File: config.mk
export PLATFORM = sky130hd
export DESIGN_NAME = gtx_link_sim
export DESIGN_NICKNAME = d
export VERILOG_FILES = /design/src/rtl/gtx_link_sim.sv
export SDC_FILE = /design/constraint.sdc
export NUM_CORES = 1
export LEC_CHECK = 0
export CAP_MARGIN = 20
export CORE_MARGIN = 4
export CORE_UTILIZATION = 45
export DETAILED_ROUTE_END_ITERATION = 8
export HOLD_SLACK_MARGIN = 0.06
export PLACE_DENSITY = 0.64
export SLEW_MARGIN = 20
export SYNTH_ARGS = -nofsm -noshare
export SYNTH_HDL_FRONTEND = slang
export SYNTH_SLANG_ARGS = --single-unit
File: constraint.sdc
create_clock -name clk -period 3.4 [get_ports clk]
set_clock_uncertainty 0.1 [all_clocks]
set_input_delay 0.68 -clock clk [delete_from_list [all_inputs] [get_ports clk]]
set_output_delay 0.68 -clock clk [all_outputs]
set_load 0.02 [all_outputs]
File: src/rtl/gtx_link_sim.sv
// gtx_link_sim: behavioural GTX receiver model cycling NOISE -> COMMA -> DATA
// Parameters: NB bytes per word (1..4), ALIGN_CYC comma words before data,
//             SEED nonzero initial LFSR value.
// Ports: clk, rst_n (async active-low), link_up (low forces noise),
//        tx_d/tx_k (data passed through while aligned),
//        gtx_d/gtx_k/gtx_e/gtx_n (registered decoded word, k, disperr, notintable),
//        aligned (registered, high for words produced in DATA),
//        err_inject (only with GTX_LINK_SIM_ERRINJ_EN: flags byte 0 of a DATA word).
// Optional feature macro: GTX_LINK_SIM_ERRINJ_EN
module gtx_link_sim #(
  parameter int          NB        = 2,
  parameter int          ALIGN_CYC = 16,
  parameter logic [63:0] SEED      = 64'h1
) (
  input  logic            clk,
  input  logic            rst_n,
  input  logic            link_up,
  input  logic [8*NB-1:0] tx_d,
  input  logic [NB-1:0]   tx_k,
`ifdef GTX_LINK_SIM_ERRINJ_EN
  input  logic            err_inject,
`endif
  output logic [8*NB-1:0] gtx_d,
  output logic [NB-1:0]   gtx_k,
  output logic [NB-1:0]   gtx_e,
  output logic [NB-1:0]   gtx_n,
  output logic            aligned
);
  typedef enum logic [1:0] {NOISE, COMMA, DATA} state_t;
  state_t          state_q, state_d;
  logic [15:0]     cnt_q, cnt_d;
  logic [63:0]     lfsr_q, lfsr_d;
  logic [8*NB-1:0] d_q, d_d;
  logic [NB-1:0]   k_q, k_d, e_q, e_d, n_q, n_d;
  logic            al_q, al_d;
  always_comb begin
    state_d = state_q;
    cnt_d   = cnt_q;
    lfsr_d  = {lfsr_q[62:0], lfsr_q[63] ^ lfsr_q[62] ^ lfsr_q[60] ^ lfsr_q[59]};
    // link loss wins over everything and discards any partial comma run
    if (!link_up) begin
      state_d = NOISE;
      cnt_d   = '0;
    end else if (state_q == NOISE) begin
      state_d = COMMA;
      cnt_d   = '0;
    end else if (state_q == COMMA) begin
      if (cnt_q == 16'(ALIGN_CYC - 1)) state_d = DATA;
      else cnt_d = cnt_q + 16'd1;
    end
    // output word is built from the state held before the edge
    d_d  = '0;
    k_d  = '0;
    e_d  = '0;
    n_d  = '0;
    al_d = 1'b0;
    if (state_q == NOISE) begin
      for (int i = 0; i < NB; i++) begin
        d_d[8*i +: 8] = lfsr_q[8*i +: 8];
        k_d[i]        = lfsr_q[32+i];
        e_d[i]        = lfsr_q[40+i] & lfsr_q[44+i];
        n_d[i]        = lfsr_q[48+i] & lfsr_q[52+i];
      end
    end else if (state_q == COMMA) begin
      d_d        = {NB{8'h50}};
      d_d[7:0]   = 8'hBC;
      k_d[0]     = 1'b1;
    end else begin
      d_d  = tx_d;
      k_d  = tx_k;
      al_d = 1'b1;
`ifdef GTX_LINK_SIM_ERRINJ_EN
      e_d[0] = err_inject;
      n_d[0] = err_inject;
`endif
    end
  end
  always_ff @(posedge clk or negedge rst_n) begin
    if (!rst_n) begin
      state_q <= NOISE;
      cnt_q   <= '0;
      lfsr_q  <= SEED;
      d_q     <= '0;
      k_q     <= '0;
      e_q     <= '0;
      n_q     <= '0;
      al_q    <= 1'b0;
    end else begin
      state_q <= state_d;
      cnt_q   <= cnt_d;
      lfsr_q  <= lfsr_d;
      d_q     <= d_d;
      k_q     <= k_d;
      e_q     <= e_d;
      n_q     <= n_d;
      al_q    <= al_d;
    end
  end
  assign gtx_d   = d_q;
  assign gtx_k   = k_q;
  assign gtx_e   = e_q;
  assign gtx_n   = n_q;
  assign aligned = al_q;
endmodule

==> impl_metrics.ini, run 1 <==
[grt]
antenna_found_initial = 0
gr-usage-all-layers = 0.145
grt_pass1_wl_um = 9680
grt_overflow = 0
grt_pass1_vias = 1925
grt_max_degree = 106

[logic_synthesis]
ys_ff_latch = 105
yosys_warnings = 0
synth.avg_cell_area_um2 = 14.4
ys_types = 39
async_flop_share = 1.00
yosys.area_share.simple = 0.111
synth-edff-count = 0
syn-instance-count = 237
muxShareOfSynthArea = 0.00329
synth-adder-area-share = 0.00366
synth_seq_area_share = 0.769
synth_fp_nets = 259
yosysTopAreaCell = dfrtp_1
synth_top_family_by_area = simple AND/OR/NAND/NOR gates
synth_xor_area_frac = 0.0179
synth_area_leaders = dfrtp_1, a22o_1, nand2_1
synth_compound_area_frac = 0.0849
synth_area_um2 = 3420
synthFlopType = dfrtp_1
yosysTopAreaCellShare = 0.761

[die]
initial_utilization = 0.466
die_h_um = 95.2
die_w_um = 95.2
core_um2 = 7330
rows = 31
floorplan.die_area_um2 = 9060
top_level_ports = 44

[finish]
antenna_cells = 0
fin_nets = 308
areaGrowthSynthToFinish_pct = 22.8
fin_area_um2 = 4200
fin_cells = 390
final_layout_size_suffix_gt1_frac = 0.113

[sta]
setup_tns_ns = 0
setup_viol = 0
timing.fmax_ghz = 0.474
min_period_ns = 2.11
period_share = 0.620
worstMarginPinSlew_ns = 0.662
slew_headroom = 0.559
final_hold_viol_count = 0
fin_hold_ws_ns = 0.249
maxSlewViolCount = 0
rsz0062_at_grt = false

[drt]
postRouteAntennaNets = 0
routed_wl_um = 5750
first_pass_iters = 4
dr_total_vias = 1959
wl_per_cell_um = 14.7
drcViolationCount = 0
vias_per_cell = 5.02
first_iter_violations = 51

[critical_path]
crit_buf_inv = 0
crit_slowest_cell = or4_4
cp.arrival_ns = 2.26
end_kind = flop
worstPathMaxFanout = 8
critical-path-top-delay-family = simple AND/OR/NAND/NOR gates
startpoint_type = flop
critical_path_class = reg -> reg
cp.required_ns = 3.56
crit_path_max_incr_delay_ns = 0.57
worstPathCellList = or4_4 > nor4_4 > nor3_2 > a22o_2

[pwr]
leakage_nw = 1.98
ir_drop_v = 0.000293
p_per_area_nw_per_um2 = 511

[clock_network]
clockBufferDepth = 2
cts.sinks = 105
numCtsBuffers = 9
cts.hold.buffers_added = 0
clk_latency_ns = 0.37
cts_setup_buffers = 0
cts_tree = built
cts_resized = 0
clk_root_buffer_cell = clkbuf_8
h-tree-depth = 3
clk_pin_slew_ns = 0.10

[placement]
portBuffers = 43
gp_congestion = 0.832
placed_area_um2 = 3980
hpwl_um = 3690
place_inst = 374

[worst_hold_path]
worstHoldPathType = reg -> reg

[run]
cap_violations = 0

[status]
status = complete, no violations
[cells in the mapped netlist (2+ instances only)]
master,n
o31ai_1,2
nor4_1,2
a31oi_1,3
nand2_1,21
or4_1,4
and3_1,5
dfrtp_1,104
nor3_1,3
o211ai_1,2
a41o_1,2
nand4_1,2
xnor2_1,5
nand3_1,5
nor2_1,18
xor2_1,2
clkbuf_1,7
a22o_1,10
inv_1,2
o21ai_0,12
or4b_1,2
a21oi_1,5
or2_2,2
[worst reg2reg max path: stages (launching register included)]
cell and delay [ns]:
dfrtp_1 0.45, or4_4 0.57, nor4_4 0.49, nor3_2 0.11, a22o_2 0.27
[layout by cell type, fill, tap and decap left out, drive strengths merged, types with 3 or more instances in the layout]
| cell type | synthesis | final |
|---|---|---|
| dfrtp | 104 | 104 |
| clkdlybuf4s50 | 0 | 42 |
| nand2 | 21 | 21 |
| nor2 | 18 | 18 |
| o21ai | 13 | 13 |
| a22o | 11 | 11 |
| clkbuf | 7 | 9 |
| or4 | 6 | 6 |
| and3 | 5 | 5 |
| xnor2 | 5 | 5 |
| nand3 | 5 | 5 |
| a21oi | 5 | 5 |
| inv | 2 | 5 |
| nor3 | 4 | 4 |
| buf | 1 | 4 |
| a31oi | 3 | 3 |
| nor4 | 3 | 3 |
| clkinv | 0 | 3 |
[flip-flops by register name (all words and copies together), names as in the netlist]
register / flops
state_q: 2
gtx_e: 2
cnt_q: 16
gtx_k: 2
gtx_n: 2
gtx_d: 16
aligned: 1
lfsr_q: 64
[stage by stage]
stage	util	setup slack (ns)	power, mW
after detailed placement	0.542	0.882	1.37
after global routing	0.573	1.21	2.24
after global placement	0.542	0.989	1.37
after CTS	0.572	1.27	2.19
after floorplan	-	1.48	1.30
final	0.573	1.29	2.15
[cell families after synthesis]
group	count (synthesis)
compound gates	42
xor+xnor	7
fa+ha+maj	1
buf+inv	10
flops	105
mux	1
simple gates	71
[worst paths after layout]
| kind | from | endpoint | slack [ns] | depth (start not counted) |
|---|---|---|---|---|
| max reg2reg | cnt_q[5] | cnt_q[1] | 1.29 | 4 |
| min | lfsr_q[28] | lfsr_q[29] | 0.25 | 0 |
| min reg2reg | lfsr_q[28] | lfsr_q[29] | 0.25 | 0 |
| min in group asynchronous | rst_n | lfsr_q[11] | 0.26 | 2 |
| max | cnt_q[5] | cnt_q[1] | 1.29 | 4 |
| max in group asynchronous | rst_n | cnt_q[1] | 2.55 | 2 |
[final cells by class]
type | instances | area (µm²)
Fill cell | 592 | 3130
Sequential cell | 105 | 2630
Multi-Input combinational cell | 122 | 757
Timing Repair Buffer | 46 | 463
Clock buffer | 9 | 124
Tap cell | 99 | 124
Clock inverter | 7 | 96.3
Inverter | 2 | 7.51
[report_power, final]
part	switching (mW)	total, mW	internal, mW
sequential	0.00475	1.26	1.25
clock	0.443	0.807	0.364
combinational	0.0453	0.0817	0.0364
total	0.493	2.15	1.65
[layer usage]
layer | wire (µm) | part of all wire | up-vias | GRT usage
met5 | 0 | 0 | - | 0
met4 | 77 | 0.013 | 0 | 0.0505
met3 | 309 | 0.054 | 6 | 0.0474
met2 | 2610 | 0.46 | 48 | 0.218
met1 | 2740 | 0.48 | 981 | 0.199
li1 | - | - | 924 | -
No activity file was read; power rests on OpenSTA's default activity.
==> run 2: changes to the inputs <==
Clock period 3.4 ns to 1.97 ns, I/O delays scaled along.
==> impl_metrics.ini, run 2 (same netlist as run 1, synthesis figures left out) <==
[status]
status = complete, no violations

[finish]
fin_nets = 327
regArea_um2 = 2630
post-route-util = 0.590
antenna_cells = 0
multiInputGateArea_um2 = 768
fill_cells = 573
final_layout_size_suffix_gt1_frac = 0.174
top_register = lfsr_q
final_cell_mix = dfrtp_1, clkdlybuf4s50_1, nand2_1, buf_4, nor2_1
largest_reg_flops = 64
layout_commonest_cell = dfrtp_1
areaGrowthSynthToFinish_pct = 26.5

[drt]
postRouteAntennaNets = 0
first_pass_iters = 4
vias_per_cell = 4.96
wl_per_cell_um = 15.1
routed_wl_um = 6170
first_iter_violations = 78
dr_total_vias = 2030
drcViolationCount = 0

[clock_network]
clk_latency_ns = 0.35
cts_tree = built
h-tree-depth = 3
numCtsBuffers = 9
clk_pin_slew_ns = 0.10
clk_root_buffer_cell = clkbuf_8
clockBufferDepth = 2
cts.sinks = 105

[die]
floorplan.die_area_um2 = 9060
core_um2 = 7330
die_w_um = 95.2
top_level_ports = 44
initial_utilization = 0.466
die_h_um = 95.2
rows = 31

[worst_hold_path]
worstHoldPathType = reg -> reg
holdCritStartpoint = lfsr_q[20]
hold_end = lfsr_q[21]
holdPathStages = 0

[critical_path]
cp.arrival_ns = 2.05
cp.required_ns = 2.12
critical_path_class = reg -> reg
ff2ff_path_depth = 5
r2r_setup_slack_ns = 0.07
reg2reg_to = cnt_q[3]
end_kind = flop
startpoint_type = flop
worstPathMaxFanout = 5
worstReg2RegStart = cnt_q[10]

[grt]
grt_max_degree = 39
grt_pass1_vias = 2130
gr-usage-all-layers = 0.151
grt_overflow = 0
antenna_found_initial = 0
grt_pass1_wl_um = 10200

[sta]
setup_slack_ns = 0.0725
final_hold_viol_count = 0
min_period_ns = 1.90
timing.fmax_ghz = 0.527
slew_headroom = 0.580
period_share = 0.963
rsz0062_at_grt = true
worstMarginPinSlew_ns = 0.630
maxSlewViolCount = 0
setup_tns_ns = 0
setup_viol = 0

[placement]
portBuffers = 43
hpwl_um = 4020
gp_congestion = 0.874
dp_slack_ns = -0.0512

[pwr]
p_per_area_nw_per_um2 = 822
ir_drop_v = 0.000514
total_power_mw = 3.56
leakage_nw = 2.06

[run]
cap_violations = 0
==> run 2: routing by layer <==
| metal | up-vias | share of wire | GRT usage |
|---|---|---|---|
| met3 | 7 | 0.042 | 0.0466 |
| met4 | 0 | 0.013 | 0.0529 |
| li1 | 965 | - | - |
| met5 | - | 0 | 0 |
| met1 | 1011 | 0.47 | 0.208 |
| met2 | 47 | 0.47 | 0.228 |
==> run 2: how the worst max path moves through the flow <==
stage	from	endpoint	slack [ns]	cells past startpoint
after floorplan	cnt_q[5]	cnt_q[0]	0.05	4
after global placement	link_up	cnt_q[4]	-0.03	4
after detailed placement	link_up	cnt_q[10]	-0.05	5
after CTS	cnt_q[13]	cnt_q[3]	0.02	5
after global routing	cnt_q[10]	cnt_q[3]	-0.03	5
final	cnt_q[10]	cnt_q[3]	0.07	5
==> run 2: cell type report <==
type                    count  area share
clock buffers              11      0.0327
clock inverters             5      0.0110
inverters                   2     0.00174
multi-input cells         122       0.178
flip-flops and latches    105       0.608
well taps                  99      0.0286
repair buffers             65       0.141
==> run 2: timing repair <==
action / 4_1_cts / 5_1_grt
hold buffers: 1 / 0
endpoints found under the hold margin: 34 / 0
resized for setup: 0 / 5
endpoints found under the setup margin: 0 / 7
buffers inserted: 0 / 2
==> run 2: metrics by stage <==
stage | std cells | hold WS [ns] | cell area [µm²]
finish | 409 | 0.243 | 4330
global route | 409 | 0.248 | 4330
CTS | 407 | 0.244 | 4300
detailed placement | 390 | 0.235 | 4100
global placement | 390 | 0.232 | 4100
floorplan | 237 | -0.00159 | 3420
==> run 2: critical path, stage by stage, from the launching register on <==
cell and delay [ns]:
dfrtp_1 0.40, or4_4 0.55, nor4_4 0.38, buf_4 0.20, o211ai_1 0.09, o31ai_1 0.08
==> run 2: where the power goes <==
group          switching [mW]  internal [mW]  leakage, nW
Sequential            0.00544           2.16         1.44
Clock                   0.717          0.515       0.0971
Combinational          0.0846         0.0705        0.521
